==> config.mk <==
export PLATFORM = sky130hd
export DESIGN_NAME = hash_engine_flat
export DESIGN_NICKNAME = d
export VERILOG_FILES = /design/src/rtl/hash_pkg.sv /design/src/rtl/hash_if.sv /design/src/rtl/hash_round_core.sv /design/src/rtl/hash_engine.sv /design/src/flat_wrapper.sv
export SDC_FILE = /design/constraint.sdc
export NUM_CORES = 1
export LEC_CHECK = 0
export ABC_AREA = 1
export CORE_AREA = 2 2 79 81
export CTS_BUF_LIST = sky130_fd_sc_hd__clkbuf_8 sky130_fd_sc_hd__clkbuf_16
export CTS_CLUSTER_SIZE = 8
export DETAILED_ROUTE_END_ITERATION = 10
export DIE_AREA = 0 0 81 83
export GPL_ROUTABILITY_DRIVEN = 0
export PLACE_DENSITY_LB_ADDON = 0.05
export SYNTH_ARGS = -nofsm -noshare
export SYNTH_HDL_FRONTEND = slang
export SYNTH_SLANG_ARGS = --single-unit
==> constraint.sdc <==
create_clock -name clk -period 7.3 [get_ports clk]
set_clock_uncertainty 0.05 [all_clocks]
set_input_delay 1.46 -clock clk [delete_from_list [all_inputs] [get_ports clk]]
set_output_delay 1.46 -clock clk [all_outputs]
set_load 0.005 [all_outputs]
==> src/rtl/hash_pkg.sv <==
`default_nettype none
// +----------------------------------------------------------------------+
// | Module   : hash_pkg                                                  |
// | Brief    : Shared types, constants and mix-select helper for the     |
// |            multi-round byte hash engine.                             |
// | Revision : 1.0                                                       |
// +----------------------------------------------------------------------+
package hash_pkg;

  // Engine control states
  typedef enum logic [1:0] {
    IDLE  = 2'd0,
    ROUND = 2'd1,
    DONE  = 2'd2
  } fsm_state_e;

  // Boolean mixing function applied in a round
  typedef enum logic [1:0] {
    CHOOSE = 2'd0,
    MAJ    = 2'd1,
    PARITY = 2'd2
  } mix_sel_e;

  // Round index width: covers NUM_ROUNDS up to 256 (indices 0..255)
  localparam int RIDX_W = 8;

  // State loaded at reset and after every digest handoff
  localparam logic [31:0] DEFAULT_IV = 32'h0000_0000;

  // The mixing function repeats with period 8 over the round index
  function automatic mix_sel_e mix_sel(input logic [2:0] r_mod8);
    case (r_mod8)
      3'd0, 3'd1, 3'd2: return CHOOSE;
      3'd3, 3'd4:       return MAJ;
      default:          return PARITY;
    endcase
  endfunction

endpackage
`default_nettype wire

==> src/rtl/hash_if.sv <==
`default_nettype none
// +----------------------------------------------------------------------+
// | Module   : hash_if                                                   |
// | Brief    : Lane input stream and digest output handshake bundle.     |
// |            master = message source / digest consumer side,           |
// |            slave  = hash engine side.                                |
// | Revision : 1.0                                                       |
// +----------------------------------------------------------------------+
interface hash_if #(
  parameter int W = 8
);
  logic [W-1:0]   in_data;
  logic           in_last;
  logic           in_valid;
  logic           in_ready;
  logic [4*W-1:0] digest;
  logic           out_valid;
  logic           out_ready;

  modport master (
    output in_data, in_last, in_valid, out_ready,
    input  in_ready, digest, out_valid
  );

  modport slave (
    input  in_data, in_last, in_valid, out_ready,
    output in_ready, digest, out_valid
  );
endinterface
`default_nettype wire

==> src/rtl/hash_round_core.sv <==
`default_nettype none
// +----------------------------------------------------------------------+
// | Module   : hash_round_core                                           |
// | Brief    : One combinational mixing round over four W-bit lanes:     |
// |            mix mux, modular add with the lane byte, left rotate by   |
// |            (round mod W), then lane shuffle.                         |
// | Revision : 1.0                                                       |
// +----------------------------------------------------------------------+
module hash_round_core
  import hash_pkg::*;
#(
  parameter int W = 8
) (
  input  logic [4*W-1:0]    state_in,
  input  logic [W-1:0]      lane_byte,
  input  logic [RIDX_W-1:0] round_idx,
  output logic [4*W-1:0]    state_out
);

  // Lane width as a round-index-wide value for the rotate-amount modulo
  localparam logic [RIDX_W-1:0] W_MOD = RIDX_W'(W);

  logic [W-1:0]      a, b, c, d;
  logic [W-1:0]      mix;
  logic [W-1:0]      m;
  logic [W-1:0]      rot;
  logic [RIDX_W-1:0] shamt;
  logic [RIDX_W-1:0] rshamt;
  mix_sel_e          sel;

  assign {d, c, b, a} = state_in;
  assign sel          = mix_sel(round_idx[2:0]);

  // Select the boolean mixing function for this round
  always_comb begin
    mix = '0;
    case (sel)
      CHOOSE:  mix = (c & b) | (~b & d);
      MAJ:     mix = (c & b) | (b & d) | (c & d);
      default: mix = b ^ c ^ d;
    endcase
  end

  // Carries beyond W bits are dropped by the W-bit result
  assign m = mix + a + lane_byte;

  // Rotate left; a zero amount shifts the right term by W, which yields 0
  assign shamt  = round_idx % W_MOD;
  assign rshamt = W_MOD - shamt;
  assign rot    = (m << shamt) | (m >> rshamt);

  assign state_out = {c, b, rot, d};

endmodule
`default_nettype wire

==> src/rtl/hash_engine.sv <==
`default_nettype none
// +----------------------------------------------------------------------+
// | Module   : hash_engine                                               |
// | Brief    : Sequential multi-round byte hash. Absorbs one lane per    |
// |            NUM_ROUNDS+1 cycles and holds the final digest until the  |
// |            consumer accepts it, then reloads IV.                     |
// | Revision : 1.0                                                       |
// +----------------------------------------------------------------------+
module hash_engine
  import hash_pkg::*;
#(
  parameter int             W          = 8,
  parameter int             NUM_ROUNDS = 8,
  parameter logic [4*W-1:0] IV         = (4*W)'(DEFAULT_IV)
) (
  input  logic clk,
  input  logic reset,
  hash_if.slave bus
);

  localparam int               CNT_W    = (NUM_ROUNDS > 1) ? $clog2(NUM_ROUNDS) : 1;
  localparam logic [CNT_W-1:0] LAST_CNT = CNT_W'(NUM_ROUNDS - 1);

  fsm_state_e        fsm_state;
  logic [4*W-1:0]    hash_state;
  logic [4*W-1:0]    next_state;
  logic [CNT_W-1:0]  round_cnt;
  logic [RIDX_W-1:0] round_idx;
  logic [W-1:0]      lane;
  logic              last_flag;
  logic              in_ready_q;
  logic              out_valid_q;

  assign round_idx = RIDX_W'(round_cnt);

  hash_round_core #(
    .W (W)
  ) u_round_core (
    .state_in  (hash_state),
    .lane_byte (lane),
    .round_idx (round_idx),
    .state_out (next_state)
  );

  // The state register doubles as the digest; it only changes in ROUND,
  // so it is stable for the whole time DONE is held.
  assign bus.digest    = hash_state;
  assign bus.in_ready  = in_ready_q;
  assign bus.out_valid = out_valid_q;

  // Control FSM with lane latch, round counter and registered handshakes
  always_ff @(posedge clk or posedge reset) begin
    if (reset) begin
      fsm_state   <= IDLE;
      hash_state  <= IV;
      round_cnt   <= '0;
      lane        <= '0;
      last_flag   <= 1'b0;
      in_ready_q  <= 1'b1;
      out_valid_q <= 1'b0;
    end else begin
      case (fsm_state)
        IDLE: begin
          if (bus.in_valid && in_ready_q) begin
            lane       <= bus.in_data;
            last_flag  <= bus.in_last;
            round_cnt  <= '0;
            in_ready_q <= 1'b0;
            fsm_state  <= ROUND;
          end
        end
        ROUND: begin
          hash_state <= next_state;
          if (round_cnt == LAST_CNT) begin
            // Counter parks at zero rather than wrapping past the last round
            round_cnt <= '0;
            if (last_flag) begin
              out_valid_q <= 1'b1;
              fsm_state   <= DONE;
            end else begin
              in_ready_q <= 1'b1;
              fsm_state  <= IDLE;
            end
          end else begin
            round_cnt <= round_cnt + CNT_W'(1);
          end
        end
        DONE: begin
          if (bus.out_ready) begin
            hash_state  <= IV;
            out_valid_q <= 1'b0;
            in_ready_q  <= 1'b1;
            fsm_state   <= IDLE;
          end
        end
        default: begin
          fsm_state <= IDLE;
        end
      endcase
    end
  end

endmodule
`default_nettype wire

==> src/flat_wrapper.sv <==
// flat-port wrapper written by rule: the top's interface ports become plain ports
module hash_engine_flat import hash_pkg::*;
#(
  parameter int             W          = 8,
  parameter int             NUM_ROUNDS = 8,
  parameter logic [4*W-1:0] IV         = (4*W)'(DEFAULT_IV)
)
  (clk, reset, bus_in_data, bus_in_last, bus_in_valid, bus_out_ready, bus_in_ready, bus_digest, bus_out_valid);
  hash_if #(.W(W)) bus_i ();
  input  logic clk;
  input  logic reset;
  input wire logic [$bits(bus_i.in_data)-1:0] bus_in_data;
  input wire logic [$bits(bus_i.in_last)-1:0] bus_in_last;
  input wire logic [$bits(bus_i.in_valid)-1:0] bus_in_valid;
  input wire logic [$bits(bus_i.out_ready)-1:0] bus_out_ready;
  output wire logic [$bits(bus_i.in_ready)-1:0] bus_in_ready;
  output wire logic [$bits(bus_i.digest)-1:0] bus_digest;
  output wire logic [$bits(bus_i.out_valid)-1:0] bus_out_valid;
  assign bus_i.in_data = bus_in_data;
  assign bus_i.in_last = bus_in_last;
  assign bus_i.in_valid = bus_in_valid;
  assign bus_i.out_ready = bus_out_ready;
  assign bus_in_ready = bus_i.in_ready;
  assign bus_digest = bus_i.digest;
  assign bus_out_valid = bus_i.out_valid;
  hash_engine #(.W(W), .NUM_ROUNDS(NUM_ROUNDS), .IV(IV)) u_core (.clk(clk), .reset(reset), .bus(bus_i));
endmodule
* Yosys cells after proc, flatten, opt, wreduce, memory -nomap -nowiden *
Index checks and enable logic that the tools add are counted.

word-level totals
  input bits = 13
  output and inout bits = 34
  word-level logic and storage cells = 73
  register bits after elaboration = 48

cells by class
  shift-type cells = 2
  equality and inequality tests = 13
  reduce and logical (&&, ||, !) cells = 15
  bitwise logic cells = 11
  add/sub/neg operators = 4
  muxes and demuxes = 21

operators with widths
  cell                                                               number
  32-bit one-hot mux with 2 select lines                             1
  8-bit bitwise AND                                                  4
  32-bit two-way mux                                                 1
  8-bit OR                                                           4
  8-bit adder                                                        2
  8-bit one-hot mux with 2 select lines                              1
  8-bit XOR                                                          2
  2-bit two-way mux                                                  4
  8-bit inverter                                                     1
  8-bit by 3-bit << shifter with 8-bit output                        1
  8-bit by 8-bit right shift with 8-bit output                       1
  1-bit two-way mux                                                  7
  3-bit by 2-bit == test with 1-bit output, second input constant    2
  3-bit == test, second input constant                               2
  3-bit two-way mux                                                  2
  2-bit by 1-bit != test with 1-bit output, second input constant    3
  2-bit one-hot mux with 3 select lines                              1
  3-bit one-hot mux with 2 select lines                              1
  2-bit AND reduction                                                3
  5-bit AND reduction                                                1
  4-bit by 3-bit subtractor with 5-bit output, first input constant  1
  2-bit by 1-bit == test with 1-bit output, second input constant    2
  2-bit logical NOT                                                  2
  2-bit != test, second input constant                               2
  other kinds (14)                                                   15

* Longest topological paths before layout *
Gate-level depths: netlist of run 1.

  depth in word-level cells = 10
  mapped depth = 26
  mapped depth without buffers = 25

* Hierarchy *
From an unflattened synthesis of run 1, not the netlist that was laid out.

second synthesis, totals
  cells, all modules = 494
  area, all modules = 3,811.2 sq um

by module, submodules not included
  module           area an instance (sq um)  instances  cells each  seq. area each (sq um)
  hash_engine      2,132.0                   1          237         1,202.4
  hash_round_core  1,679.1                   1          257         0.0

* Worst setup path after synthesis of run 1 *
Ideal clock, no wire load.

  path kind = register -> register
  start point = register u_core.round_cnt[1]
  end point = register u_core.hash_state[15], in the netlist u_core.bus.digest[15]
  period minus slack after synthesis = 4.041 ns
  setup slack = 3.259 ns
  stages on the path, launching flop included = 24
  data required time = 7.134 ns
  arrival = 3.875 ns
  setup time = 0.116 ns
  path buffers = 1
  cell sequence = dfrtp_1 clkbuf_1 clkinv_1 ha_1 inv_1 nand2_1 o21ai_2 inv_2 nor2_1 a21oi_1 fa_1 ha_1 fa_1 inv_1 o21ai_1 xnor2_1 nand2_1 o21a_1 o21ai_0 inv_1 nand2_1 nand3_1 nand2_1 nand2_1

between the ends
  cells in the longest elaborated chain, start to end = 10
  elaborated cells on any way between the ends = 18
  classes of those cells = 3 x add/sub; 5 x eq/ne; 2 x shift; 3 x mux; 1 x bitwise; 4 x reduce/logical

ends and longest elaborated chain
  what                                                                                                         RTL line               RTL
  start, declared                                                                                              hash_engine.sv:27      logic [CNT_W-1:0] round_cnt;
  start signal, assigned                                                                                       hash_engine.sv:85      round_cnt <= round_cnt + CNT_W'(1);
  3-bit by 1-bit == test with 1-bit output (tied with other cells)                                             hash_pkg.sv:32         case (r_mod8)
  3-bit OR reduction or 2-bit OR reduction (tied branches)                                                     hash_pkg.sv:32
  2-bit one-hot mux with 2 select lines                                                                        hash_pkg.sv:32
  2-bit by 1-bit == test with 1-bit output or 2-bit logical NOT (tied branches)                                hash_round_core.sv:37  case (sel)
  8-bit one-hot mux with 2 select lines                                                                        hash_round_core.sv:37
  8-bit adder (2 in a row)                                                                                     hash_round_core.sv:45  assign m = mix + a + lane_byte;
  8-bit by 8-bit right shift with 8-bit output or 8-bit by 3-bit << shifter with 8-bit output (tied branches)  hash_round_core.sv:50  assign rot = (m << shamt) | (m >> rshamt);
  8-bit OR (*)                                                                                                 hash_round_core.sv:50
  32-bit one-hot mux with 2 select lines (*)                                                                   hash_engine.sv:62      case (fsm_state)
  end signal, assigned                                                                                         hash_engine.sv:73      hash_state <= next_state;
  end, declared                                                                                                hash_engine.sv:25      logic [4*W-1:0] hash_state;

Mark *: on every way between the ends. The rest lies on a longest branch, timed or not.
A chain may end at the register's enable or synchronous reset.

* Worst setup path after layout of run 1 *
  start point = register u_core.round_cnt[0]
  end point = register u_core.hash_state[15], in the netlist u_core.bus.digest[15]

Same word-level chain as after synthesis.

==> metrics.txt, run 1 <==
status=completed; CTS tree=done; # resized after CTS=0; top cell type's share of synthesized area=a little over a third; largest net degree at the start of global routing=49; maximum vdd drop=0.08248 mV; number of fill cells in the layout=524; horizontal die dimension=just over 80 um; post-route fraction of the period consumed by the critical path=about two thirds; vias=2986; type of the setup path with the least slack=flop to flop; top cells by area, synth=sky130_fd_sc_hd__dfrtp_1 35%, sky130_fd_sc_hd__nand2_1 11%, sky130_fd_sc_hd__fa_1 9.6%; via count of the first global-routing pass=2823; Congestion Overflow GR=0; number of distinct library cells after synthesis=33; worst endpoint data arrival time=5.03 ns; Hold/Removal Path Class=flop to flop; CP startpoint=u_core.round_cnt[0]; remaining max-slew budget at the tightest pin=31.97%; GRT Total Usage=about a quarter; final hold violation count=0; setup repair after global routing missed its margin=no; Fmax=205.8 MHz; dpl hpwl=about 6100 um; top cell types by occurrence after synthesis=99 x sky130_fd_sc_hd__nand2_1, 72 x sky130_fd_sc_hd__inv_1, 47 x sky130_fd_sc_hd__dfrtp_1; EDFF count, synth=0; via density per instance=5.509; number of buffers added to fix hold violations after cts=0; Core Box Area=roughly 5800 um2; reported max-cap violation count=0; sum of internal, switching and leakage power=449.3 uW; clock transition time at the flip-flop clock pins of the worst setup and hold paths=0.10 ns; average cell area after synthesis=approximately 7.9 um2; leakage power=0.001887 uW; fin nets=511; dominant synthesized flop cell=sky130_fd_sc_hd__dfrtp_1; Total Negative Setup Slacks=0 ns; initial core utilization=57.25%; timing endpoint of the critical path=u_core.bus.digest[15]; die height=83 um; antenna violations before repair=0; Post-Syn Instances=420; buffers inserted by post-CTS timing repair=0; H-tree Lvls=2; Async SR Flop Fraction=100.0%; register area=1202 um2; sum of routed wire length over all layers=8136 um; I/O pin count=47; DR WL/cell=15.01 um; drt initial violations=~270; most frequent cell after synthesis=sky130_fd_sc_hd__nand2_1; worst r2r src=u_core.round_cnt[0]; end of the worst register-to-register path=u_core.bus.digest[15]; clock period minus worst slack=4.860 ns; Final ANT Viol Nets=0; area of the multi-input gates=approximately 1800 um2; full die area=6723 um2; share of post-route cells with drive strength above 1=around 6.2%; required time of the critical path=7.47 ns; # setup viols final=0; global-route wire length before repair=13420 um; net count after synthesis=approximately 470; top cell type by total area after synthesis=sky130_fd_sc_hd__dfrtp_1; count of TritonRoute iterations in the first routing pass=5; register bit count reported by yosys=48; Inserted Clock Buffers=5; max-slew violations=0; sequential element share of the synthesized area=a little over a third; Worst Reg-to-Reg Cells=22; Synth Warn #=0; total number of placement rows=28; FF-to-FF setup slack=2.44 ns; Worst Max-Slew Pin Slew=1.019 ns; number of sinks on the clock net=48; clock insertion delay at the later pin of the skew report=around 0.32 ns; element type at the critical path end=flop; number of buffers added on ports=46; CP max FO=18; count of antenna diodes in the layout=0; maximum buffer depth of the clock tree=2; power density cells=about 110 nW/um2; nature of the critical path startpoint=flop; total standard cell area after synthesis=3329 um2; Post-route DRC=0; area growth from synthesis to layout=17.93%; root buf cell=sky130_fd_sc_hd__clkbuf_8
worst min-delay path by stage:
| stage | startpoint | depth (start not counted) | slack [ns] | to |
|---|---|---|---|---|
| 5_1_grt | u_core.bus.out_valid | 2 | 0.49 | u_core.bus.out_valid |
| 3_3_place_gp | u_core.bus.out_valid | 2 | 0.42 | u_core.bus.out_valid |
| 6_report | u_core.bus.out_valid | 2 | 0.45 | u_core.bus.out_valid |
| 3_5_place_dp | u_core.bus.out_valid | 2 | 0.43 | u_core.bus.out_valid |
| 2_1_floorplan | u_core.bus.out_valid | 2 | 0.43 | u_core.bus.out_valid |
| 4_1_cts | u_core.bus.out_valid | 2 | 0.46 | u_core.bus.out_valid |
layout by cell type, fill, tap and decap left out, types with 2 or more instances in the layout:
cell type / synthesis / final
sky130_fd_sc_hd__a21oi_1: 19 / 18
sky130_fd_sc_hd__a31oi_1: 2 / 2
sky130_fd_sc_hd__buf_4: 0 / 2
sky130_fd_sc_hd__clkbuf_8: 1 / 5
sky130_fd_sc_hd__clkdlybuf4s50_1: 0 / 46
sky130_fd_sc_hd__clkinv_1: 3 / 3
sky130_fd_sc_hd__dfrtp_1: 47 / 47
sky130_fd_sc_hd__fa_1: 16 / 16
sky130_fd_sc_hd__ha_1: 16 / 16
sky130_fd_sc_hd__inv_1: 72 / 71
sky130_fd_sc_hd__inv_2: 3 / 4
sky130_fd_sc_hd__mux2_2: 2 / 2
sky130_fd_sc_hd__nand2_1: 99 / 99
sky130_fd_sc_hd__nand2_2: 3 / 3
sky130_fd_sc_hd__nand3_1: 23 / 23
sky130_fd_sc_hd__nand4_1: 4 / 4
sky130_fd_sc_hd__nor2_1: 23 / 23
sky130_fd_sc_hd__nor3_1: 2 / 2
sky130_fd_sc_hd__o211ai_1: 7 / 7
sky130_fd_sc_hd__o21a_1: 3 / 3
sky130_fd_sc_hd__o21ai_0: 25 / 25
sky130_fd_sc_hd__o21ai_1: 3 / 3
sky130_fd_sc_hd__o21ai_2: 3 / 3
sky130_fd_sc_hd__o221ai_1: 5 / 5
sky130_fd_sc_hd__o22ai_1: 20 / 20
sky130_fd_sc_hd__or2_2: 2 / 2
sky130_fd_sc_hd__xnor2_1: 2 / 2
sky130_fd_sc_hd__xor2_1: 2 / 2
stage by stage:
stage / util (%) / setup WS [ns] / cell area (um2) / std cells / hold WS [ns]
floorplan: - / 3.259 / 3329 / 420 / 0.4263
global placement: 65.96 / 2.766 / 3836 / 534 / 0.4220
detailed placement: 65.96 / 2.554 / 3836 / 534 / 0.4320
CTS: 67.51 / 2.482 / 3926 / 542 / 0.4582
global route: 67.51 / 1.962 / 3926 / 542 / 0.4853
finish: 67.51 / 2.440 / 3926 / 542 / 0.4536
final cells by class:
cell class | count | area share [%]
clock inverter | 3 | 0.5417
timing repair buffer | 48 | 12.11
inverter | 78 | 7.457
multi-input combinational | 285 | 45.12
clock buffer | 5 | 1.753
tap | 75 | 2.390
sequential | 48 | 30.62
critical path, stage by stage, from the launching register on:
cell	delay, ns
sky130_fd_sc_hd__dfrtp_1	0.61
sky130_fd_sc_hd__inv_1	0.37
sky130_fd_sc_hd__ha_1	0.33
sky130_fd_sc_hd__inv_1	0.05
sky130_fd_sc_hd__nand2_1	0.05
sky130_fd_sc_hd__o21ai_2	0.21
sky130_fd_sc_hd__inv_2	0.08
sky130_fd_sc_hd__nor2_1	0.50
sky130_fd_sc_hd__a21oi_1	0.16
sky130_fd_sc_hd__fa_1	0.46
sky130_fd_sc_hd__ha_1	0.25
sky130_fd_sc_hd__fa_1	0.41
sky130_fd_sc_hd__inv_1	0.09
sky130_fd_sc_hd__o21ai_1	0.09
sky130_fd_sc_hd__xnor2_1	0.29
sky130_fd_sc_hd__nand2_1	0.15
sky130_fd_sc_hd__o21a_1	0.16
sky130_fd_sc_hd__o21ai_0	0.15
sky130_fd_sc_hd__inv_1	0.06
sky130_fd_sc_hd__nand2_1	0.06
sky130_fd_sc_hd__nand3_1	0.06
sky130_fd_sc_hd__nand2_1	0.06
sky130_fd_sc_hd__nand2_1	0.05
per-layer routing:
layer | GRT usage [%] | share of wire [%] | vias to the layer above
met3 | 3.587 | 4.8 | 20
met4 | 10.02 | 2.4 | 0
li1 | - | - | 1457
met2 | 39.29 | 47 | 103
met5 | 0 | 0 | -
met1 | 36.25 | 46 | 1406
sequential cells by signal, summed over array words and instances (netlist names):
register and flops:
u_core.bus.in_ready 1, u_core.fsm_state 2, u_core.last_flag 1, u_core.round_cnt 3, u_core.bus.digest 32, u_core.lane 8, u_core.bus.out_valid 1
logic make-up (layout without fill, tap and decap cells):
logic type	count (synthesis)	in the layout	share of synthesized area [%]
simple gates	158	158	19.69
compound gates	89	89	16.05
buf+inv	87	134	10.79
flops	48	48	36.11
fa+ha+maj	32	32	15.63
xor+xnor	4	4	1.052
mux	2	2	0.6764
power breakdown:
part	switching (uW)	internal [uW]
clock	103	68.3
combinational	6.24	5.65
sequential	0	266
total	110	340
Power figures use the tool's default switching activity.
==> inputs of run 2 (changes only) <==
--- a/config.mk
+++ b/config.mk
@@ -6,11 +6,11 @@
 export NUM_CORES = 1
 export LEC_CHECK = 0
 export ABC_AREA = 1
-export CORE_AREA = 2 2 79 81
+export CORE_AREA = 2 2 81 83
 export CTS_BUF_LIST = sky130_fd_sc_hd__clkbuf_8 sky130_fd_sc_hd__clkbuf_16
 export CTS_CLUSTER_SIZE = 8
 export DETAILED_ROUTE_END_ITERATION = 10
-export DIE_AREA = 0 0 81 83
+export DIE_AREA = 0 0 83 85
 export GPL_ROUTABILITY_DRIVEN = 0
 export PLACE_DENSITY_LB_ADDON = 0.05
 export SYNTH_ARGS = -nofsm -noshare
==> constraint.sdc (replaced) <==
create_clock -name clk -period 5 [get_ports clk]
set_clock_uncertainty 0.05 [all_clocks]
set_input_delay 1 -clock clk [delete_from_list [all_inputs] [get_ports clk]]
set_output_delay 1 -clock clk [all_outputs]
set_load 0.005 [all_outputs]
==> metrics.txt, run 2 (synthesis gave the netlist of run 1 again) <==
number of fill cells in the layout=550 (+5.0%); I/O pin count=47 (unchanged); slowest cell on the critical path=sky130_fd_sc_hd__dfrtp_1; buffers inserted by post-CTS timing repair=0 (unchanged); end of the worst register-to-register path=u_core.bus.digest[11]; clock transition time at the flip-flop clock pins of the worst setup and hold paths=0.09 ns (about the same); setup repair after global routing missed its margin=no; longest individual stage delay on the worst path=0.53 ns (-0.08 ns); element type at the critical path end=flop; # resized after CTS=0 (unchanged); post-route fraction of the period consumed by the critical path=85.99% (+19 points); Most Frequent Cell on Critical Path=sky130_fd_sc_hd__nand2_1; Core Box Area=6205 um2 (+6.7%); reported max-cap violation count=0 (unchanged); share of post-route cells with drive strength above 1=6.410% (+0.20 points); maximum buffer depth of the clock tree=2 (unchanged); GRT Total Usage=24.36% (-1.2 points); CTS tree=done; commonest non-fill, non-tap cell in the layout=sky130_fd_sc_hd__nand2_1; largest net degree at the start of global routing=49 (unchanged); Worst Reg-to-Reg Cells=18 (-18%); DR WL/cell=14.94 um (-0.46%); max-slew violations=0 (unchanged); total number of placement rows=29 (+3.6%); number of stages on the worst hold path=2 (unchanged); via count of the first global-routing pass=2843 (+0.71%); nature of the critical path startpoint=flop; area of the multi-input gates=1772 um2 (unchanged); Hold/Removal Path Class=flop to flop; Worst Max-Slew Pin Slew=1.038 ns (+0.01906 ns); count of TritonRoute iterations in the first routing pass=4 (-1); count of antenna diodes in the layout=0 (unchanged); Final ANT Viol Nets=0 (unchanged); clock insertion delay at the later pin of the skew report=0.30 ns (-0.02 ns); antenna violations before repair=0 (unchanged); Largest register FFs=32 (unchanged); worst r2r src=u_core.round_cnt[0]; horizontal die dimension=83 um (+2.5%); maximum vdd drop=0.1663 mV (+100%); Layout Utilization=63.58% (-3.9 points); clock period minus worst slack=4.299 ns (-0.5605 ns); die height=85 um (+2.4%); Post-route DRC=0 (unchanged); drt initial violations=127 (-52%); Congestion Overflow GR=0 (unchanged); power density cells=164.8 nW/um2 (+44%); number of sinks on the clock net=48 (unchanged); H-tree Lvls=2 (unchanged); global-route wire length before repair=13690 um (+2.0%); sum of routed wire length over all layers=8143 um (about the same); Total Negative Setup Slacks=0 ns (unchanged); cell family with the largest share of critical-path delay=adder cells; dpl hpwl=6367 um (+4.9%); Inserted Clock Buffers=5 (unchanged); initial core utilization=53.66% (-3.6 points); final hold violation count=0 (unchanged); Stages on worst setup path=18 (-18%); hold worst-path end=u_core.bus.out_valid; via density per instance=5.371 (-2.5%); min-delay src=u_core.bus.out_valid; number of buffers added to fix hold violations after cts=0 (unchanged); full die area=7055 um2 (+4.9%); FF-to-FF setup slack=0.70 ns (-1.74 ns); status=completed; leakage power=0.001898 uW (+0.58%); CP max FO=14 (-4); remaining max-slew budget at the tightest pin=30.69% (-1.3 points); register area=1202 um2 (unchanged); area growth from synthesis to layout=18.49%; type of the setup path with the least slack=flop to flop; fin nets=513 (+0.39%); required time of the critical path=5.14 ns (-2.33 ns); count of buffer and inverter cells on the critical path=2 (-3); worst endpoint data arrival time=4.44 ns (-0.59 ns); Fmax=232.6 MHz (+13%); number of buffers added on ports=46 (unchanged); vias=2927 (-2.0%); # setup viols final=0 (unchanged); root buf cell=sky130_fd_sc_hd__clkbuf_8; cell breakdown of the critical path=ha_1, o21ai_2, inv_2, nor2_1, a21oi_1, fa_1, ha_1, fa_1, inv_1, o21ai_1, xnor2_1, nand2_1, nand2_1, nand2_1, nand3_1, nand3_1, nand2_1, o21ai_1; leading cell types in the layout, fill and taps excluded=99 x sky130_fd_sc_hd__nand2_1, 71 x sky130_fd_sc_hd__inv_1, 47 x sky130_fd_sc_hd__dfrtp_1, 46 x sky130_fd_sc_hd__clkdlybuf4s50_1, 25 x sky130_fd_sc_hd__o21ai_0
==> run 2: changes by cell type in the layout (fill, tap and decap cells not counted), sizes merged <==
cell,delta
buf,+2
clkinvlp,-1
clkbuf,+1
inv,-1
==> run 2: routing by layer <==
metal  wire (um)  vias up  track usage [%]
met4         161        0            8.197
met3         297       13            2.724
li1            -     1456                -
met2        3925       73            39.37
met1        3759     1385            34.51
met5           0        -                0
==> run 2: worst min-delay path, cell delays in order (launching register included) <==
cell	delay (ns)
sky130_fd_sc_hd__dfrtp_1	0.36
sky130_fd_sc_hd__nand2_1	0.05
sky130_fd_sc_hd__o21ai_0	0.06
==> run 2: report_power, final <==
group | switching, uW | internal (uW)
logic | 9.27 | 8.25
clock network | 134 | 111
registers | 0 | 388
total | 143 | 507
==> run 2: how the worst max path moves through the flow <==
stage,start,to,slack [ns]
after floorplan,u_core.round_cnt[1],u_core.bus.digest[15],0.96
after global placement,u_core.round_cnt[0],u_core.bus.digest[15],0.82
after detailed placement,u_core.round_cnt[0],u_core.bus.digest[15],0.75
after CTS,u_core.round_cnt[0],u_core.bus.digest[15],0.73
after global routing,u_core.round_cnt[0],u_core.bus.digest[15],0.28
final,u_core.round_cnt[0],u_core.bus.digest[11],0.70
==> run 2: cell type report <==
class                   instances  area share, %
clock inverters                 1         0.2220
well taps                      77          2.442
multi-input cells             285          44.91
inverters                      78          7.422
flip-flops and latches         48          30.48
clock buffers                   6          2.093
repair buffers                 50          12.43
==> run 2: per-stage QoR <==
stage	worst slack (ns)	instances	instance area [um2]	hold slack [ns]	power [uW]
3_3_place_gp	0.8174	538	3854	0.4297	413.2
5_1_grt	0.2767	545	3945	0.5010	672.4
2_1_floorplan	0.9585	420	3329	0.4263	401.5
4_1_cts	0.7307	545	3945	0.4586	655.9
3_5_place_dp	0.7488	538	3854	0.4385	413.6
6_report	0.7006	545	3945	0.4583	650.0
